==> src/rtl/uart_tx_os16.sv <==
`default_nettype none
// ============================================================================
// Module   : uart_tx_os16
// Brief    : Oversampled UART transmitter; one-entry holding register feeds a
//            start/data/parity/stop shifter advanced only on os_tick.
// Revision : 1.0  initial release
// ============================================================================
module uart_tx_os16 #(
   parameter int DATA_BITS  = 8,
   parameter int OVERSAMPLE = 16,
   parameter int PARITY_EN  = 0,
   parameter int PARITY_ODD = 0,
   parameter int STOP_BITS  = 1
) (
   input  logic                 clk,
   input  logic                 rst,
   input  logic                 os_tick,
   input  logic [DATA_BITS-1:0] tx_data,
   input  logic                 tx_valid,
   output logic                 tx_ready,
   output logic                 tx_line,
   output logic                 busy,
   output logic                 tx_done
);

   localparam int c_cnt_w = $clog2(OVERSAMPLE) + 1;
   localparam int c_idx_w = $clog2(DATA_BITS + 1);

   localparam logic [2:0] c_st_idle   = 3'd0;
   localparam logic [2:0] c_st_start  = 3'd1;
   localparam logic [2:0] c_st_data   = 3'd2;
   localparam logic [2:0] c_st_parity = 3'd3;
   localparam logic [2:0] c_st_stop   = 3'd4;

   localparam logic [c_cnt_w-1:0] c_os_last    = c_cnt_w'(OVERSAMPLE - 1);
   localparam logic [c_idx_w-1:0] c_data_last  = c_idx_w'(DATA_BITS - 1);
   localparam logic [c_idx_w-1:0] c_stop_last  = c_idx_w'(STOP_BITS - 1);
   localparam logic               c_parity_inv = (PARITY_ODD != 0);

   logic [2:0]           state_q,     state_d;
   logic [c_cnt_w-1:0]   os_cnt_q,    os_cnt_d;
   logic [c_idx_w-1:0]   bit_idx_q,   bit_idx_d;
   logic [DATA_BITS-1:0] shifter_q,   shifter_d;
   logic [DATA_BITS-1:0] hold_q,      hold_d;
   logic                 hold_full_q, hold_full_d;
   logic                 parity_q,    parity_d;
   logic                 tx_line_q,   tx_line_d;
   logic                 tx_done_q,   tx_done_d;
   logic                 tx_ready_q,  tx_ready_d;

   logic                 w_accept;
   logic                 w_load;
   logic                 w_bit_end;

   // State register; reset wins over any accept or tick on the same edge.
   always_ff @(posedge clk) begin
      if (rst) begin
         state_q     <= c_st_idle;
         os_cnt_q    <= '0;
         bit_idx_q   <= '0;
         shifter_q   <= '0;
         hold_q      <= '0;
         hold_full_q <= 1'b0;
         parity_q    <= 1'b0;
         tx_line_q   <= 1'b1;
         tx_done_q   <= 1'b0;
         tx_ready_q  <= 1'b1;
      end else begin
         state_q     <= state_d;
         os_cnt_q    <= os_cnt_d;
         bit_idx_q   <= bit_idx_d;
         shifter_q   <= shifter_d;
         hold_q      <= hold_d;
         hold_full_q <= hold_full_d;
         parity_q    <= parity_d;
         tx_line_q   <= tx_line_d;
         tx_done_q   <= tx_done_d;
         tx_ready_q  <= tx_ready_d;
      end
   end

   // Next-state and datapath logic.
   always_comb begin
      state_d     = state_q;
      os_cnt_d    = os_cnt_q;
      bit_idx_d   = bit_idx_q;
      shifter_d   = shifter_q;
      hold_d      = hold_q;
      hold_full_d = hold_full_q;
      parity_d    = parity_q;
      tx_line_d   = tx_line_q;
      tx_done_d   = 1'b0;
      w_load      = 1'b0;
      w_bit_end   = (os_cnt_q == c_os_last);
      // tx_ready_q mirrors !hold_full_q, so accept and load are exclusive.
      w_accept    = tx_valid && tx_ready_q;

      if (w_accept) begin
         hold_d      = tx_data;
         hold_full_d = 1'b1;
      end

      if (os_tick) begin
         if (state_q != c_st_idle) begin
            os_cnt_d = w_bit_end ? '0 : os_cnt_q + 1'b1;
         end

         case (state_q)
            c_st_idle: begin
               w_load = hold_full_q;
            end
            c_st_start: begin
               if (w_bit_end) begin
                  state_d   = c_st_data;
                  bit_idx_d = '0;
                  tx_line_d = shifter_q[0];
               end
            end
            c_st_data: begin
               if (w_bit_end) begin
                  if (bit_idx_q == c_data_last) begin
                     if (PARITY_EN != 0) begin
                        state_d   = c_st_parity;
                        tx_line_d = parity_q;
                     end else begin
                        state_d   = c_st_stop;
                        bit_idx_d = '0;
                        tx_line_d = 1'b1;
                     end
                  end else begin
                     bit_idx_d = bit_idx_q + 1'b1;
                     shifter_d = shifter_q >> 1;
                     tx_line_d = shifter_q[1];
                  end
               end
            end
            c_st_parity: begin
               if (w_bit_end) begin
                  state_d   = c_st_stop;
                  bit_idx_d = '0;
                  tx_line_d = 1'b1;
               end
            end
            c_st_stop: begin
               if (w_bit_end) begin
                  if (bit_idx_q == c_stop_last) begin
                     tx_done_d = 1'b1;
                     if (hold_full_q) begin
                        w_load = 1'b1;
                     end else begin
                        state_d   = c_st_idle;
                        bit_idx_d = '0;
                        tx_line_d = 1'b1;
                     end
                  end else begin
                     bit_idx_d = bit_idx_q + 1'b1;
                  end
               end
            end
            default: begin
               state_d   = c_st_idle;
               os_cnt_d  = '0;
               bit_idx_d = '0;
               tx_line_d = 1'b1;
            end
         endcase

         // Shared by idle start and back-to-back start at end of stop.
         if (w_load) begin
            state_d     = c_st_start;
            tx_line_d   = 1'b0;
            shifter_d   = hold_q;
            hold_full_d = 1'b0;
            os_cnt_d    = '0;
            bit_idx_d   = '0;
            parity_d    = (^hold_q) ^ c_parity_inv;
         end
      end

      tx_ready_d = ~hold_full_d;
   end

   // Outputs come straight from registers except busy, a state decode.
   always_comb begin
      tx_ready = tx_ready_q;
      tx_line  = tx_line_q;
      tx_done  = tx_done_q;
      busy     = (state_q != c_st_idle);
   end

endmodule
`default_nettype wire

==> config.mk <==
export PLATFORM = sky130hd
export DESIGN_NAME = uart_tx_os16
export DESIGN_NICKNAME = d
export VERILOG_FILES = /design/src/rtl/uart_tx_os16.sv
export SDC_FILE = /design/constraint.sdc
export NUM_CORES = 1
export LEC_CHECK = 0
export ABC_AREA = 1
export BUFFER_PORTS_ARGS = -buffer_cell sky130_fd_sc_hd__buf_2
export CELL_PAD_IN_SITES_DETAIL_PLACEMENT = 1
export CELL_PAD_IN_SITES_GLOBAL_PLACEMENT = 1
export CORE_UTILIZATION = 44
export DETAILED_ROUTE_END_ITERATION = 6
export PLACE_DENSITY_LB_ADDON = 0.1
export SYNTH_ARGS = -nofsm -noshare
export SYNTH_HDL_FRONTEND = slang
export SYNTH_SLANG_ARGS = --single-unit
==> constraint.sdc <==
create_clock -name clk -period 4.42 [get_ports clk]
set_input_delay 0.442 -clock clk [delete_from_list [all_inputs] [get_ports clk]]
set_output_delay 0.442 -clock clk [all_outputs]
set_load 0.005 [all_outputs]
Word level (Yosys, flattened, before mapping). Cells that the tools add are included.

Register bits: 32. Bits of input ports: 12. Output and inout port bits: 4.

Add/sub/neg operators: 2. Eq/ne operators: 18. Mux-type cells: 43. Bitwise gates (word level): 4. Reduce and logical (&&, ||, !) cells: 14.

Operator list (number): 8-bit 2-to-1 mux (4); 4-bit 2-to-1 mux (7); 3-bit 2-to-1 mux (8); 3-bit != test (second input constant) (7); 5-bit 2-to-1 mux (4); 1-bit 2-to-1 mux (16); 4-bit one-hot mux with 4 select lines (1); 3-bit one-hot mux with 5 select lines (1); 9-bit AND reduction (1); 8-bit AND reduction (1); 3-bit by 2-bit equality test with 1-bit output (second input constant) (2); 3-bit by 1-bit != test with 1-bit output (second input constant) (2); 6-bit AND reduction (1); 5-bit by 1-bit adder with 5-bit output (second input constant) (1); 5-bit by 4-bit equality test with 1-bit output (second input constant) (1); 1-bit one-hot mux with 5 select lines (1); 5-bit OR reduction (1); 4-bit by 1-bit adder with 4-bit output (second input constant) (1); 4-bit by 3-bit equality test with 1-bit output (second input constant) (1); 4-bit zero test (1); 4-bit != test (second input constant) (1); 1-bit NOT (4); 4-bit AND reduction (1); 2-bit nonzero test (2); 11 further kinds (11).

Depth between registers and ports, before layout. Gate-level depths: netlist (run 1).

Word-level depth: 8. Gate-level depth with buffers: 12. Gate-level depth less buffers: 12.

Least setup slack after synthesis (run 1). No wires, ideal clock.

Kind: reg-to-reg. Start: reg os_cnt_q[0]. End: reg shifter_q[4]. Setup time: 0.113 ns. Data arrival time: 1.426 ns. Required time: 4.307 ns. Setup slack: 2.881 ns. Stages on the path, launching flop included: 13. Clock period less this slack: 1.539 ns. Cells stage by stage: dfxtp_1 > ha_1 > nand2_1 > inv_2 > nand3b_2 > inv_2 > nand2_2 > nand2_4 > o21ai_4 > buf_6 > nand2_1 > nand2_1 > nor2_1.

Longest elaborated chain between the ends: 6. Elaborated cells on any way between the ends: 9.

Ends and longest elaborated chain: start, declared (RTL line 41) `logic [c_cnt_w-1:0] os_cnt_q, os_cnt_d;`; start signal, assigned (RTL line 70) `os_cnt_q <= os_cnt_d;`; 5-bit by 4-bit equality test with 1-bit output * (RTL line 94) `w_bit_end = (os_cnt_q == c_os_last);`; 1-bit 2-to-1 mux (RTL line 145) `if (w_bit_end) begin`; 1-bit one-hot mux with 2 select lines (RTL line 108) `case (state_q)`; 1-bit 2-to-1 mux (RTL line 103) `if (os_tick) begin`; 2-bit by 1-bit != test with 1-bit output (no line) / 2-bit nonzero test (equally long branches); 4-bit AND reduction (no line); end signal, assigned (RTL line 72) `shifter_q <= shifter_d;`; end, declared (RTL line 43) `logic [DATA_BITS-1:0] shifter_q, shifter_d;`.

Mark *: on every way between the ends. The rest lies on a longest branch, timed or not. The select of a mux whose other input is x is not followed. A chain may end at the register's enable or synchronous reset.

Final worst setup path (run 1).
Start: reg os_cnt_q[0]. End: reg shifter_q[5].

Same word-level chain as after synthesis.

==> results.yml, run 1 <==
critical_path:
  critPathKind: "reg2reg"
  cp_slowest_cell: "o21ai_4"
  crit_arrival_ps: 2020
  crit_path_end_kind: "flop"
  start_kind: "flop"
  worstPathRequired_ps: 4600
  slowest_delay_ps: 370
  crit_fanout: 17
  cp_cell_sequence: "ha_1 -> nand2_1 -> inv_2 -> nand3b_2 -> inv_2 -> nand2_2 -> nand2_4 -> o21ai_4 -> nand2_1 -> nand2_1 -> nor2_1"
  cpMostUsedCell: "nand2_1"
sta:
  fmax_mhz: 544.6
  fin_crit_sh_pct: 41.54
  tns_ps: 0
  rsz0062_at_grt: "no"
  tightest_slew_ps: 643.7
  max_slew_margin_pct: 57.04
  setup_viol: 0
  fin_crit_ps: 1836
  finClkSkew_ps: 5.101
  timing.final.hold_violations: 0
  setup_ws_ps: 2584
  slew_violations: 0
finish:
  drive_gt1_share_pct: 17.31
  ff_latch_area_um2: 640.6
  multiInputGateArea_um2: 842.1
  nFillCells: 492
  fin_util_pct: 52.96
  areaGrowthSynthToFinish_pct: 11.63
  final_net_count: 274
  n_antenna_cell: 0
power_and_ir_drop:
  p_int_mw: 0.5797
  p_comb_share_pct: 37.4
  leakagePower_nw: 0.8651
  swShare_pct: 40.30
  max-vdd-ir-drop_mv: 0.2619
  p_seq_share_pct: 37.8
  p_switching_mw: 0.3913
  p_clk_share_pct: 24.8
  power_density_mw_per_mm2: 528.6
floorplan:
  die_w_um: 63.15
  start_util_pct: 47.44
  rows: 21
  die-area_mm2: 0.003988
  die_h_um: 63.15
  ios: 16
  coreArea_mm2: 0.003468
clock_network:
  ctsResizeCount: 0
  cts_setup_buffers: 0
  cts.path.max_buffers: 2
  cts_tree: "built"
  root_buffer: "clkbuf_8"
  cts.sinks: 32
  path_clk_slew_ps: 70
  cts_made_buffers: 5
  cts_max_level: 2
  clk_latency_ps: 280
  hold_buffers: 0
grt:
  grt-ovfl-total: 0
  grt_pass1_vias: 1491
  grt_max_degree: 23
  grt_pass1_wl_um: 6582
  antenna_found_initial: 0
  grt_use_total_pct: 21.24
route:
  via_count: 1508
  drt-vias-per-instance: 4.928
  dr.pass1.iters: 4
  drt_first_iter_violations: 66
  ant_nets: 0
  routed_wl_um: 3777
  drc: 0
  routedWlPerCell_um: 12.34
synth:
  ys_top_cells_by_count: "nand2_1, nor2_1, dfxtp_1"
  netlist_instances: 242
  synth_area_leaders: "dfxtp_1, nand2_1, nor2_1"
  async_flop_share_pct: 0
  synth_most_common_cell: "nand2_1"
  synth_seq_area_share_pct: 38.94
  synth.distinct_cells: 30
  synth_top_area_cell: "dfxtp_1"
  synth_fp_nets: 257
  postSynthAreaPerCell_um2: 6.799
  synth-edff-count: 0
  synthesis.area_mm2: 0.001645
  netlist.area_leader.share_pct: 38.94
  ys.flop_type: "dfxtp_1"
  yosysWarnings: 0
  synth_seq_cells: 32
placement:
  place.port_buffers: 15
  pre_cts_slack_ps: 2599
  hpwl_um: 2783
  globalplace.congestion: 0.7587
run:
  cap_violations: 0
status:
  status: "complete, no violations"
worst_hold_path:
  hold_path.class: "in2reg"
-- flip-flops by register name (all words and copies together) (netlist names) --
signal       count
hold_q           8
tx_line          1
hold_full_q      1
tx_done          1
state_q          3
tx_ready         1
shifter_q        8
os_cnt_q         5
bit_idx_q        4
-- cell type report --
| type | count | area share (%) |
|---|---|---|
| multi-input combinational | 171 | 45.84 |
| sequential | 32 | 34.88 |
| clock buffer | 7 | 4.700 |
| inverter | 34 | 6.948 |
| clock inverter | 1 | 0.4087 |
| timing repair buffer | 15 | 4.087 |
| tap | 46 | 3.134 |
-- power by group through the flow --
stage / registers [mW] / clock network (mW) / logic [mW]
after detailed placement: 0.375 / 0 / 0.362
after CTS: 0.368 / 0.245 / 0.367
after floorplan: 0.367 / 0 / 0.284
after global routing: 0.373 / 0.257 / 0.417
after global placement: 0.372 / 0 / 0.352
final: 0.367 / 0.241 / 0.363
-- critical path, delay by kind of cell (launching register included) --
| family | cells | cell delay (ps) |
|---|---|---|
| simple gates | 7 | 690 |
| buf+inv | 2 | 100 |
| flops | 1 | 340 |
| fa+ha+maj | 1 | 220 |
| compound gates | 1 | 370 |
-- kinds of logic after synthesis --
kind of cell / after synthesis / share of synthesized area [%]
and+or+nand+nor: 129 / 34.83
buffers and inverters: 39 / 9.886
AOI/OAI and AO/OA: 37 / 13.00
DFF: 32 / 38.94
adders and majority gates: 3 / 2.282
xor gates and xnor gates: 2 / 1.065
-- layer usage --
metal / part of all wire, % / GRT usage, % / vias to the layer above
li1: - / - / 793
met1: 51 / 27.64 / 687
met2: 45 / 33.87 / 22
met3: 2.8 / 5.978 / 6
met4: 1.2 / 6.105 / 0
met5: 0 / 0 / -
-- cell usage in the layout (no fill, tap or decap), types with 3 or more instances in the layout --
| master | synthesis | layout |
|---|---|---|
| a21oi_1 | 11 | 11 |
| buf_2 | 1 | 15 |
| clkbuf_8 | 0 | 6 |
| dfxtp_1 | 32 | 32 |
| ha_1 | 3 | 3 |
| inv_1 | 27 | 27 |
| inv_2 | 7 | 7 |
| nand2_1 | 57 | 57 |
| nand2_2 | 3 | 3 |
| nand3_1 | 12 | 12 |
| nand3_2 | 3 | 3 |
| nor2_1 | 42 | 42 |
| nor2_2 | 4 | 4 |
| nor3_1 | 3 | 3 |
| o21ai_0 | 19 | 19 |
-- worst paths after layout --
path                                   from           end  slack, ps  cells after the start
worst max-delay path            os_cnt_q[0]  shifter_q[5]       2580                     11
worst min-delay path             tx_data[4]     hold_q[4]        410                      3
worst max register to register  os_cnt_q[0]  shifter_q[5]       2580                     11
worst min register to register  os_cnt_q[4]   os_cnt_q[4]        440                      2
-- per-stage QoR --
| step | hold slack [ps] | area (um^2) | cells | total power, mW |
|---|---|---|---|---|
| floorplan | 416.6 | 1645 | 242 | 0.6509 |
| global placement | 435.7 | 1743 | 298 | 0.7244 |
| detailed placement | 434.2 | 1743 | 298 | 0.7367 |
| CTS | 407.6 | 1837 | 306 | 0.9802 |
| global route | 443.0 | 1837 | 306 | 1.047 |
| finish | 408.7 | 1837 | 306 | 0.9710 |
(Power assumes the default switching activity.)
==> run 2: changes to the inputs <==
--- a/config.mk
+++ b/config.mk
@@ -9,7 +9,7 @@
 export BUFFER_PORTS_ARGS = -buffer_cell sky130_fd_sc_hd__buf_2
 export CELL_PAD_IN_SITES_DETAIL_PLACEMENT = 1
 export CELL_PAD_IN_SITES_GLOBAL_PLACEMENT = 1
-export CORE_UTILIZATION = 44
+export CORE_UTILIZATION = 41
 export DETAILED_ROUTE_END_ITERATION = 6
 export PLACE_DENSITY_LB_ADDON = 0.1
 export SYNTH_ARGS = -nofsm -noshare
==> constraint.sdc (replaced) <==
create_clock -name clk -period 1.8 [get_ports clk]
set_input_delay 0.18 -clock clk [delete_from_list [all_inputs] [get_ports clk]]
set_output_delay 0.18 -clock clk [all_outputs]
set_load 0.005 [all_outputs]
==> run 2 against run 1 <==
Net effect:
- fmax increased by 11%
- largest power group is now combinational logic
- clock-buffer cell count unchanged
- first-iteration DRC count decreased by 15%
- register-to-register slack got worse by 2400 ps
- critical path depth increased by 1
- critical endpoint is now shifter_q[1]
- final cell count increased by 2.0%
- clock skew increased by 0.84 ps
- die area increased by 7.1%
- utilization decreased by 2.9 points
- setup slack got worse by 2400 ps
- via count increased by 2.1%
==> results.yml, run 2 (synthesized netlist as in run 1, its figures left out) <==
floorplan:
  die_w_um: 65.35
  start_util_pct: 43.95
  die-area_mm2: 0.004271
  rows: 22
  die_h_um: 65.35
  coreArea_mm2: 0.003744
  ios: 16
critical_path:
  start_kind: "flop"
  worstPathRequired_ps: 1980
  crit_arrival_ps: 1840
  crit_fanout: 8
  critPathKind: "reg2reg"
  crit_path_end_kind: "flop"
route:
  drt_first_iter_violations: 56
  drt-vias-per-instance: 4.936
  routedWlPerCell_um: 12.69
  ant_nets: 0
  dr.pass1.iters: 4
  routed_wl_um: 3959
  via_count: 1540
  drc: 0
grt:
  grt_max_degree: 17
  grt_use_total_pct: 20.92
  grt_pass1_vias: 1518
  antenna_found_initial: 0
  grt-ovfl-total: 0
  grt_pass1_wl_um: 6789
finish:
  final_cell_mix: "nand2_1, nor2_1, dfxtp_1"
  layout_commonest_cell: "nand2_1"
  n_antenna_cell: 0
  nFillCells: 533
  drive_gt1_share_pct: 18.94
  areaGrowthSynthToFinish_pct: 13.92
  fin_util_pct: 50.07
  stdcell_count: 312
  final_net_count: 278
  top_regs: "hold_q: 8 flops, shifter_q: 8 flops, os_cnt_q: 5 flops"
clock_network:
  root_buffer: "clkbuf_8"
  cts.path.max_buffers: 2
  cts.sinks: 32
  cts_made_buffers: 5
  path_clk_slew_ps: 70
  clk_latency_ps: 280
  cts_max_level: 2
  cts_tree: "built"
placement:
  globalplace.congestion: 0.7775
  dpl.cell_count: 302
  hpwl_um: 2960
  pre_cts_slack_ps: 84.93
  place.port_buffers: 15
sta:
  fin_crit_sh_pct: 92.15
  timing.final.hold_violations: 0
  fin_crit_ps: 1659
  max_slew_margin_pct: 79.98
  tns_ps: 0
  finClkSkew_ps: 5.946
  slew_violations: 0
  setup_ws_ps: 141.3
  fmax_mhz: 602.9
  setup_viol: 0
  rsz0062_at_grt: "no"
  tightest_slew_ps: 299.6
power_and_ir_drop:
  power_density_mw_per_mm2: 1296
  leakagePower_nw: 0.8850
  max-vdd-ir-drop_mv: 0.5190
worst_hold_path:
  hold_path.class: "in2reg"
run:
  cap_violations: 0
status:
  status: "complete, no violations"
==> run 2: cell count changes in the layout (fill, tap and decap cells not counted) <==
cell / before / now
dfxtp_2: 0 / 1
buf_4: 0 / 3
dfxtp_1: 32 / 31
buf_6: 0 / 1
==> run 2: through the flow <==
stage / power, mW / area, um^2 / hold WS, ps
6_report: 2.429 / 1874 / 146.0
5_1_grt: 2.621 / 1874 / 168.7
4_1_cts: 2.432 / 1854 / 147.7
3_5_place_dp: 1.835 / 1760 / 432.0
3_3_place_gp: 1.819 / 1760 / 427.6
2_1_floorplan: 1.598 / 1645 / 320.4
==> run 2: path summary, 6_finish.rpt <==
path | cells after the start | slack [ps] | endpoint | startpoint
worst max-delay path | 12 | 140 | shifter_q[1] | os_cnt_q[0]
worst min-delay path | 3 | 150 | hold_q[7] | tx_data[7]
worst max register to register | 12 | 140 | shifter_q[1] | os_cnt_q[0]
worst min register to register | 2 | 450 | os_cnt_q[4] | os_cnt_q[4]
==> run 2: cell type report <==
class / count / area, um^2 / area share [%]
tap: 48 / 60.06 / 3.204
clock buffer: 7 / 86.33 / 4.606
sequential: 32 / 641.9 / 34.25
multi-input combinational: 171 / 842.1 / 44.93
timing repair buffer: 19 / 108.9 / 5.808
inverter: 34 / 127.6 / 6.809
clock inverter: 1 / 7.507 / 0.4005
==> run 2: repair_timing <==
action | 4_1_cts | 5_1_grt
gates resized for setup | 0 | 2
hold buffers | 0 | 0
setup buffers | 0 | 2
endpoints found under the setup margin | 0 | 10
==> run 2: per-layer routing <==
metal	share of wire [%]	vias up	GRT usage, %
li1	-	801	-
met1	50	716	26.65
met2	46	15	34.79
met4	1.8	0	7.337
met3	2.1	8	4.167
met5	0	-	0
==> run 2: worst max-delay path: stages (launching register included) <==
cell and delay (ps):
dfxtp_2 330, ha_1 200, nand2_1 110, inv_2 50, nand3b_2 140, inv_2 50
nand2_2 90, nand2_4 90, o21ai_4 180, buf_4 170, nand2_1 50, nand2_1 50
nor2_1 40
==> run 2: where the power goes <==
part	total, mW	leakage (nW)	internal, mW	switching (mW)
sequential	0.903	0.262	0.819	0.0843
clock	0.594	0.0445	0.311	0.283
combinational	0.932	0.578	0.321	0.611
total	2.43	0.885	1.45	0.978
